**src/rtl/ef_adc_ahbl_fifo_reader.sv**
```systemverilog
// AHB-Lite initiator that drains the ADC sample FIFO on interrupt: reads FIFOLEVEL,
// reads DATA that many times, streams each sample out valid/ready, then clears ICR.
module ef_adc_ahbl_fifo_reader #(
    parameter logic [31:0] BASE      = 32'h4000_0000,
    parameter int          LVL_W     = 5,
    parameter int          MAX_BURST = 16,
    parameter logic [31:0] ICR_VAL   = 32'h0000_000F
) (
    input  logic        HCLK,
    input  logic        HRESET,
    input  logic        en,
    input  logic        irq,
    output logic [31:0] HADDR,
    output logic [1:0]  HTRANS,
    output logic        HWRITE,
    output logic [2:0]  HSIZE,
    output logic [31:0] HWDATA,
    input  logic        HREADY,
    input  logic [31:0] HRDATA,
    input  logic        HRESP,
    output logic [9:0]  s_data,
    output logic        s_valid,
    input  logic        s_ready,
    output logic        busy,
    output logic        err
);

    localparam int          CNT_W     = $clog2(MAX_BURST + 1);
    localparam logic [31:0] ADDR_DATA = BASE + 32'h18;
    localparam logic [31:0] ADDR_LVL  = BASE + 32'h1C;
    localparam logic [31:0] ADDR_ICR  = BASE + 32'hF00;
    localparam logic [1:0]  HT_IDLE   = 2'b00;
    localparam logic [1:0]  HT_NONSEQ = 2'b10;

    typedef enum logic [2:0] {
        IDLE, LVL_A, LVL_D, DAT_A, DAT_D, HOLD, ICR_A, ICR_D
    } state_t;

    state_t             state;
    logic [CNT_W-1:0]   cnt;
    logic               unused_hrdata;

    // Only the low bits of the read data carry level or sample information.
    assign unused_hrdata = ^HRDATA;
    assign HSIZE         = 3'b010;

    function automatic logic [CNT_W-1:0] clamp_level(input logic [LVL_W-1:0] level);
        if (int'(level) > MAX_BURST)
            return CNT_W'(MAX_BURST);
        return CNT_W'(level);
    endfunction

    always_ff @(posedge HCLK) begin
        if (HRESET) begin
            state   <= IDLE;
            cnt     <= '0;
            HADDR   <= '0;
            HTRANS  <= HT_IDLE;
            HWRITE  <= 1'b0;
            HWDATA  <= '0;
            s_data  <= '0;
            s_valid <= 1'b0;
            busy    <= 1'b0;
            err     <= 1'b0;
        end else begin
            err <= 1'b0;
            case (state)
                IDLE: begin
                    if (en && irq) begin
                        state  <= LVL_A;
                        HADDR  <= ADDR_LVL;
                        HTRANS <= HT_NONSEQ;
                        HWRITE <= 1'b0;
                        busy   <= 1'b1;
                    end
                end
                LVL_A: begin
                    if (HREADY) begin
                        state  <= LVL_D;
                        HTRANS <= HT_IDLE;
                    end
                end
                LVL_D: begin
                    if (HREADY) begin
                        if (HRESP || clamp_level(HRDATA[LVL_W-1:0]) == '0) begin
                            err    <= HRESP;
                            state  <= ICR_A;
                            HADDR  <= ADDR_ICR;
                            HWRITE <= 1'b1;
                            HTRANS <= HT_NONSEQ;
                        end else begin
                            cnt    <= clamp_level(HRDATA[LVL_W-1:0]);
                            state  <= DAT_A;
                            HADDR  <= ADDR_DATA;
                            HTRANS <= HT_NONSEQ;
                        end
                    end
                end
                DAT_A: begin
                    if (HREADY) begin
                        state  <= DAT_D;
                        HTRANS <= HT_IDLE;
                    end
                end
                DAT_D: begin
                    if (HREADY) begin
                        if (HRESP) begin
                            // Errored read: drop the sample and go straight to clearing the interrupt.
                            err    <= 1'b1;
                            state  <= ICR_A;
                            HADDR  <= ADDR_ICR;
                            HWRITE <= 1'b1;
                            HTRANS <= HT_NONSEQ;
                        end else begin
                            s_data  <= HRDATA[9:0];
                            s_valid <= 1'b1;
                            cnt     <= cnt - CNT_W'(1);
                            state   <= HOLD;
                        end
                    end
                end
                HOLD: begin
                    if (s_valid && s_ready) begin
                        s_valid <= 1'b0;
                        HTRANS  <= HT_NONSEQ;
                        if (cnt != '0) begin
                            state <= DAT_A;
                            HADDR <= ADDR_DATA;
                        end else begin
                            state  <= ICR_A;
                            HADDR  <= ADDR_ICR;
                            HWRITE <= 1'b1;
                        end
                    end
                end
                ICR_A: begin
                    if (HREADY) begin
                        state  <= ICR_D;
                        HTRANS <= HT_IDLE;
                        HWDATA <= ICR_VAL;
                    end
                end
                ICR_D: begin
                    if (HREADY) begin
                        err    <= HRESP;
                        state  <= IDLE;
                        HWRITE <= 1'b0;
                        HWDATA <= '0;
                        busy   <= 1'b0;
                    end
                end
                default: begin
                    state  <= IDLE;
                    HTRANS <= HT_IDLE;
                    busy   <= 1'b0;
                end
            endcase
        end
    end

endmodule
```
**config.mk**
```make
export PLATFORM = sky130hd
export DESIGN_NAME = ef_adc_ahbl_fifo_reader
export DESIGN_NICKNAME = d
export VERILOG_FILES = /design/src/rtl/ef_adc_ahbl_fifo_reader.sv
export SDC_FILE = /design/constraint.sdc
export NUM_CORES = 1
export LEC_CHECK = 0
export ABC_AREA = 1
export ABC_CLOCK_PERIOD_IN_PS = 1500
export CAP_MARGIN = 10
export CELL_PAD_IN_SITES_DETAIL_PLACEMENT = 2
export CELL_PAD_IN_SITES_GLOBAL_PLACEMENT = 2
export CORE_MARGIN = 3
export CORE_UTILIZATION = 18
export CTS_CLUSTER_DIAMETER = 150
export DETAILED_ROUTE_END_ITERATION = 12
export PLACE_DENSITY = 0.8
export REMOVE_ABC_BUFFERS = 1
export SLEW_MARGIN = 20
export SYNTH_ARGS = -nofsm -noshare
export SYNTH_HDL_FRONTEND = slang
export SYNTH_SLANG_ARGS = --single-unit
```
**constraint.sdc**
```tcl
create_clock -name HCLK -period 1.5 [get_ports HCLK]
set_clock_uncertainty 0.1 [all_clocks]
set_input_delay 0.375 -clock HCLK [delete_from_list [all_inputs] [get_ports HCLK]]
set_output_delay 0.375 -clock HCLK [all_outputs]
set_load 0.05 [all_outputs]
```
; Word level (Yosys, flattened, before mapping)
; Cells that the tools add are included.
[op_classes]
n_lt_le_gt_ge = 1
reduce_logical = 23
eq_ne = 21
n_mux = 70
bitwise_logic = 1
n_addsub = 1
[ops]
columns = cell, n
row1 = $mux W32, 7
row2 = $pmux W32 S4, 1
row3 = $pmux W32 S2, 1
row4 = $mux W5, 10
row5 = $mux W3, 10
row6 = $ne A2 B2 Y1 const B, 13
row7 = $mux W1, 25
row8 = $mux W12, 2
row9 = $pmux W3 S8, 1
row10 = $reduce_bool A5 Y1, 3
row11 = $mux W2, 7
row12 = $eq A3 B3 Y1 const B, 4
row13 = $pmux W2 S5, 1
row14 = $pmux W5 S2, 1
row15 = $reduce_and A3 Y1, 3
row16 = $reduce_and A9 Y1, 1
row17 = $reduce_and A8 Y1, 1
row18 = $reduce_bool A2 Y1, 4
row19 = $reduce_and A7 Y1, 1
row20 = $eq A3 B2 Y1 const B, 2
row21 = $reduce_and A6 Y1, 1
row22 = $gt A5 B5 Y1 const B, 1
row23 = $logic_not A5 Y1, 1
row24 = $pmux W1 S5, 1
row25 = 13 further kinds, 15
[word_totals]
output_inout_bits = 83
word_cells = 127
register_bits = 88
inputBits = 39

; Longest topological paths before layout
[logic_depth]
word_depth = 19
ltp_mapped = 10
depth_no_buf = 9

; Worst setup path after synthesis
; No wires, ideal clock.
[synth_timing]
path_kind = register -> register
start = reg s_valid
end = reg HADDR[4]
path_buffers = 0
path_stages_with_launch = 10
synth_period_minus_slack_ns = 1.552
t_required_ns = 1.290
setup_slack_ns = -0.052
setup_time_ns = 0.110
arrival_time_ns = 1.342
cell_sequence = dfxtp_1 -> nand2_1 -> nand4_1 -> nand2_1 -> nor2_4 -> nand2_1 -> nor2_2 -> nand2_1 -> inv_1 -> nor2_1
[synth_between]
elab_chain_len = 3
[synth_lines]
columns = item, line_no
row1 = "start, declared", 22  ; output logic s_valid,
row2 = "start signal, assigned", 62  ; s_valid <= 1'b0;
row3 = "start signal, assigned", 116  ; s_valid <= 1'b1;
row4 = "start signal, assigned", 124  ; s_valid <= 1'b0;
row5 = $logic_and A1 B1 Y1, 123  ; if (s_valid && s_ready) begin
row6 = $ne A2 B2 Y1 (no line), -
row7 = $reduce_and A6 Y1 (no line), -
row8 = "end signal, assigned", 111  ; HADDR <= ADDR_ICR;
row9 = "end signal, assigned", 128  ; HADDR <= ADDR_DATA;
row10 = "end signal, assigned", 131  ; HADDR <= ADDR_ICR;
row11 = "end, declared", 13  ; output logic [31:0] HADDR,
; No other way between the ends.
; A chain may end at the register's enable or synchronous reset.

; Worst setup path in the final report
[layout_timing]
start = reg state[2]
end = reg HTRANS[1]
[layout_between]
elab_chain_len = 4
elab_cells_between_ends = 17
classes_between = eq/ne: 12 / mux: 1 / reduce/logical: 4
[layout_lines]
columns = item, line_no
row1 = "start, declared", 39  ; state_t state;
row2 = "start signal, assigned", 55  ; state <= IDLE;
row3 = "start signal, assigned", 70  ; state <= LVL_A;
row4 = "start signal, assigned", 79  ; state <= LVL_D;
row5 = "$eq A3 B3 Y1, or another cell as far along", 67  ; case (state)
row6 = $reduce_or A3 Y1 (no line), -
row7 = $reduce_bool A5 Y1 (no line) / $ne A2 B1 Y1 (equally long branches), -
row8 = $reduce_and A7 Y1 (no line), -
row9 = "end signal, assigned", 72  ; HTRANS <= HT_NONSEQ;
row10 = "end signal, assigned", 80  ; HTRANS <= HT_IDLE;
row11 = "end signal, assigned", 90  ; HTRANS <= HT_NONSEQ;
row12 = "end, declared", 14  ; output logic [1:0] HTRANS,
; Several ways; a longest one is shown, not always the timed one.

==> flow_summary.toml <==
[critical_path]
reg2regPathDepth = 9
reg2reg_from = "state[2]"
rrSetupSlack_ns = -0.14
rr_endpoint = "HTRANS[1]"
cp.required_ns = 1.61
cp.arrival_ns = 1.75
end_kind = "flop"
critPathKind = "flop to flop"
worstPathMaxFanout = 6
cp-start-kind = "flop"

[timing]
fin_crit_ns = 1.640
hold_viol = 0
grt_setup_unrepaired = "yes"
fin_tns_setup_ns = -0.7491
fin_ws_ns = -0.1400
period_share = 1.093
drv_slew = 0
setup_viol = 8
fmax_ghz = 0.6097

[status]
status = "finished with violations"
violations = "negative setup slack"

[synth]
synthTopCellsByArea = "dfxtp_1 30%, buf_4 26%, nand2_1 8.0%"
synth_common_cells = "65 x buf_4, 40 x nand2_1, 36 x nor2_1"
ys_seq_area_frac = 0.2987
synth.avg_cell_area_um2 = 7.109
synth-edff-count = 0
synth.most_common_cell = "buf_4"
async_flop_share = 0
syn_inst = 264
synth_cell_types = 31
ys.flop_type = "dfxtp_1"
syn-cell-area_mm2 = 0.001877
yosys_warnings = 0
yosys_register_bits = 28
netlist.area_leader.share = 0.2987
yosys.area.top_type = "dfxtp_1"

[finish]
antenna_cells = 0
area_growth_pct = 61.67
design_area_mm2 = 0.003034
seqCellArea_um2 = 575.6
layout.nets = 384
multi_input_area_mm2 = 0.001057
drive_gt1_frac = 0.3732
final_util = 0.3048
nFillCells = 1161

[floorplanning]
initial_core_util = 0.1885
rows = 36
fp.dieW_um = 108.1
core_mm2 = 0.009955
num_io_pins = 122
die_h_um = 108.1
dieArea_mm2 = 0.01169

[place]
place_area_mm2 = 0.002726
hpwlAfterDp_mm = 5.380
gp_congestion = 0.8003
portBuffers = 43

[grt]
grtUsageMet3 = 0.02388
antenna_found_initial = 0
grt_pass1_vias = 1993
grt_max_degree = 17
overflow = 0
busiest_layer = "met2"
met2_usage = 0.2385
grt_pass1_wl_mm = 11.00
grt_use_total = 0.1196
met1_usage = 0.1323

[power_and_ir_drop]
power.total_mw = 5.367
max-vdd-ir-drop_mv = 0.5095
power_density_mw_per_mm2 = 1769
p_leak_nw = 1.411

[clock_network]
cts_buffer_depth = 2
cts_buffers = 3
clock_latency_ns = 0.28
clk_pin_slew_ns = 0.10
htreeDepth = 1
cts-root-buf = "clkbuf_8"
cts_tree = "done"
cts.sinks = 28

[run]
max-cap-violations = 0

[routing]
drtIter0Drc = 44
first_pass_iters = 3
ant_nets = 0
via_per_inst = 3.887
wire_per_inst_um = 15.42
drc = 0
wirelength_mm = 7.338
vias = 1850

[worst_hold_path]
worstHoldEndpoint = "s_valid"
holdCritPathClass = "primary input to flop"
whs_path_depth = 2
min_from = "s_ready"
## power breakdown
group | total, mW | leakage (nW) | switching, mW | internal [mW]
Combinational | 3.59 | 1.14 | 2.11 | 1.48
Clock | 0.618 | 0.0357 | 0.260 | 0.358
Sequential | 1.16 | 0.232 | 0.240 | 0.919
Total | 5.37 | 1.41 | 2.61 | 2.76
## registers in the layout (all words and copies together), names as in the netlist
register,cells
s_data,10
busy,1
err,1
HADDR,4
state,3
HTRANS,1
s_valid,1
HWDATA,1
HWRITE,1
cnt,5
## how the worst max path moves through the flow
| stage | start | endpoint | slack, ns | cells past startpoint |
|---|---|---|---|---|
| after floorplan | HWDATA[2] | HWDATA[2] | -0.61 | 2 |
| after global placement | s_ready | state[2] | -0.41 | 8 |
| after detailed placement | s_ready | HADDR[4] | -0.55 | 10 |
| after CTS | state[1] | HADDR[4] | -0.09 | 8 |
| after global routing | state[2] | state[0] | -0.21 | 8 |
| final | state[2] | HTRANS[1] | -0.14 | 9 |
## layer usage
metal | part of all wire | vias to the layer above
met4 | 0.0072 | 0
li1 | - | 883
met1 | 0.38 | 900
met5 | 0 | -
met2 | 0.56 | 63
met3 | 0.047 | 4
## timing repair
action                                  in CTS  in global routing
setup buffers                                5                  7
endpoints found under the setup margin      32                 16
hold buffers                                 0                  0
resized for setup                           41                 26
pin swaps                                   13                  7
## per-stage QoR
stage	hold slack [ns]	setup WS, ns	std cells
floorplan	0.3374	-0.6082	248
global placement	0.3649	-0.4092	460
detailed placement	0.3755	-0.5524	460
CTS	0.3567	-0.08739	469
global route	0.3717	-0.2080	476
finish	0.3546	-0.1400	476
## cell usage in the layout, fill, tap and decap left out, types with 2 or more instances in the layout
master / instances
a21oi_1: 13
a21oi_2: 3
buf_12: 29
buf_4: 44
clkbuf_8: 3
clkdlybuf4s50_1: 7
conb_1: 56
dfxtp_1: 20
dfxtp_2: 6
dfxtp_4: 2
dlygate4sd2_1: 8
inv_1: 10
inv_2: 4
inv_4: 2
nand2_1: 28
nand2_2: 12
nand2_4: 4
nand3_1: 5
nand3_2: 3
nand3b_1: 2
nand4_1: 3
nor2_1: 34
nor2_4: 3
nor2_8: 2
nor3_2: 3
o21ai_0: 13
o21ai_1: 9
## cell families after synthesis
group / synth area share
other: 0.004001
adder cells (fa/ha/maj): 0.006666
buffers and inverters: 0.3093
XOR/XNOR: 0.009335
AO/OA/AOI/OAI: 0.1180
AND/OR/NAND/NOR: 0.2540
flip-flops: 0.2987
## area by class of cell
cell class                      count  area share
Timing Repair Buffer               91      0.3592
Clock buffer                        3     0.01361
Sequential cell                    28      0.1897
Multi-Input combinational cell    203      0.3485
Inverter                           17     0.02433
Clock inverter                      1    0.009897
Tap cell                          133     0.05485
## critical path, stage by stage, from the launching register on
cell     delay (ns)
dfxtp_2        0.35
inv_1          0.24
nand3_2        0.15
nand2_2        0.11
nor2_4         0.06
buf_4          0.13
buf_4          0.12
nand4_1        0.07
nand2_1        0.06
a21oi_1        0.17
Power figures use the tool's default switching activity.
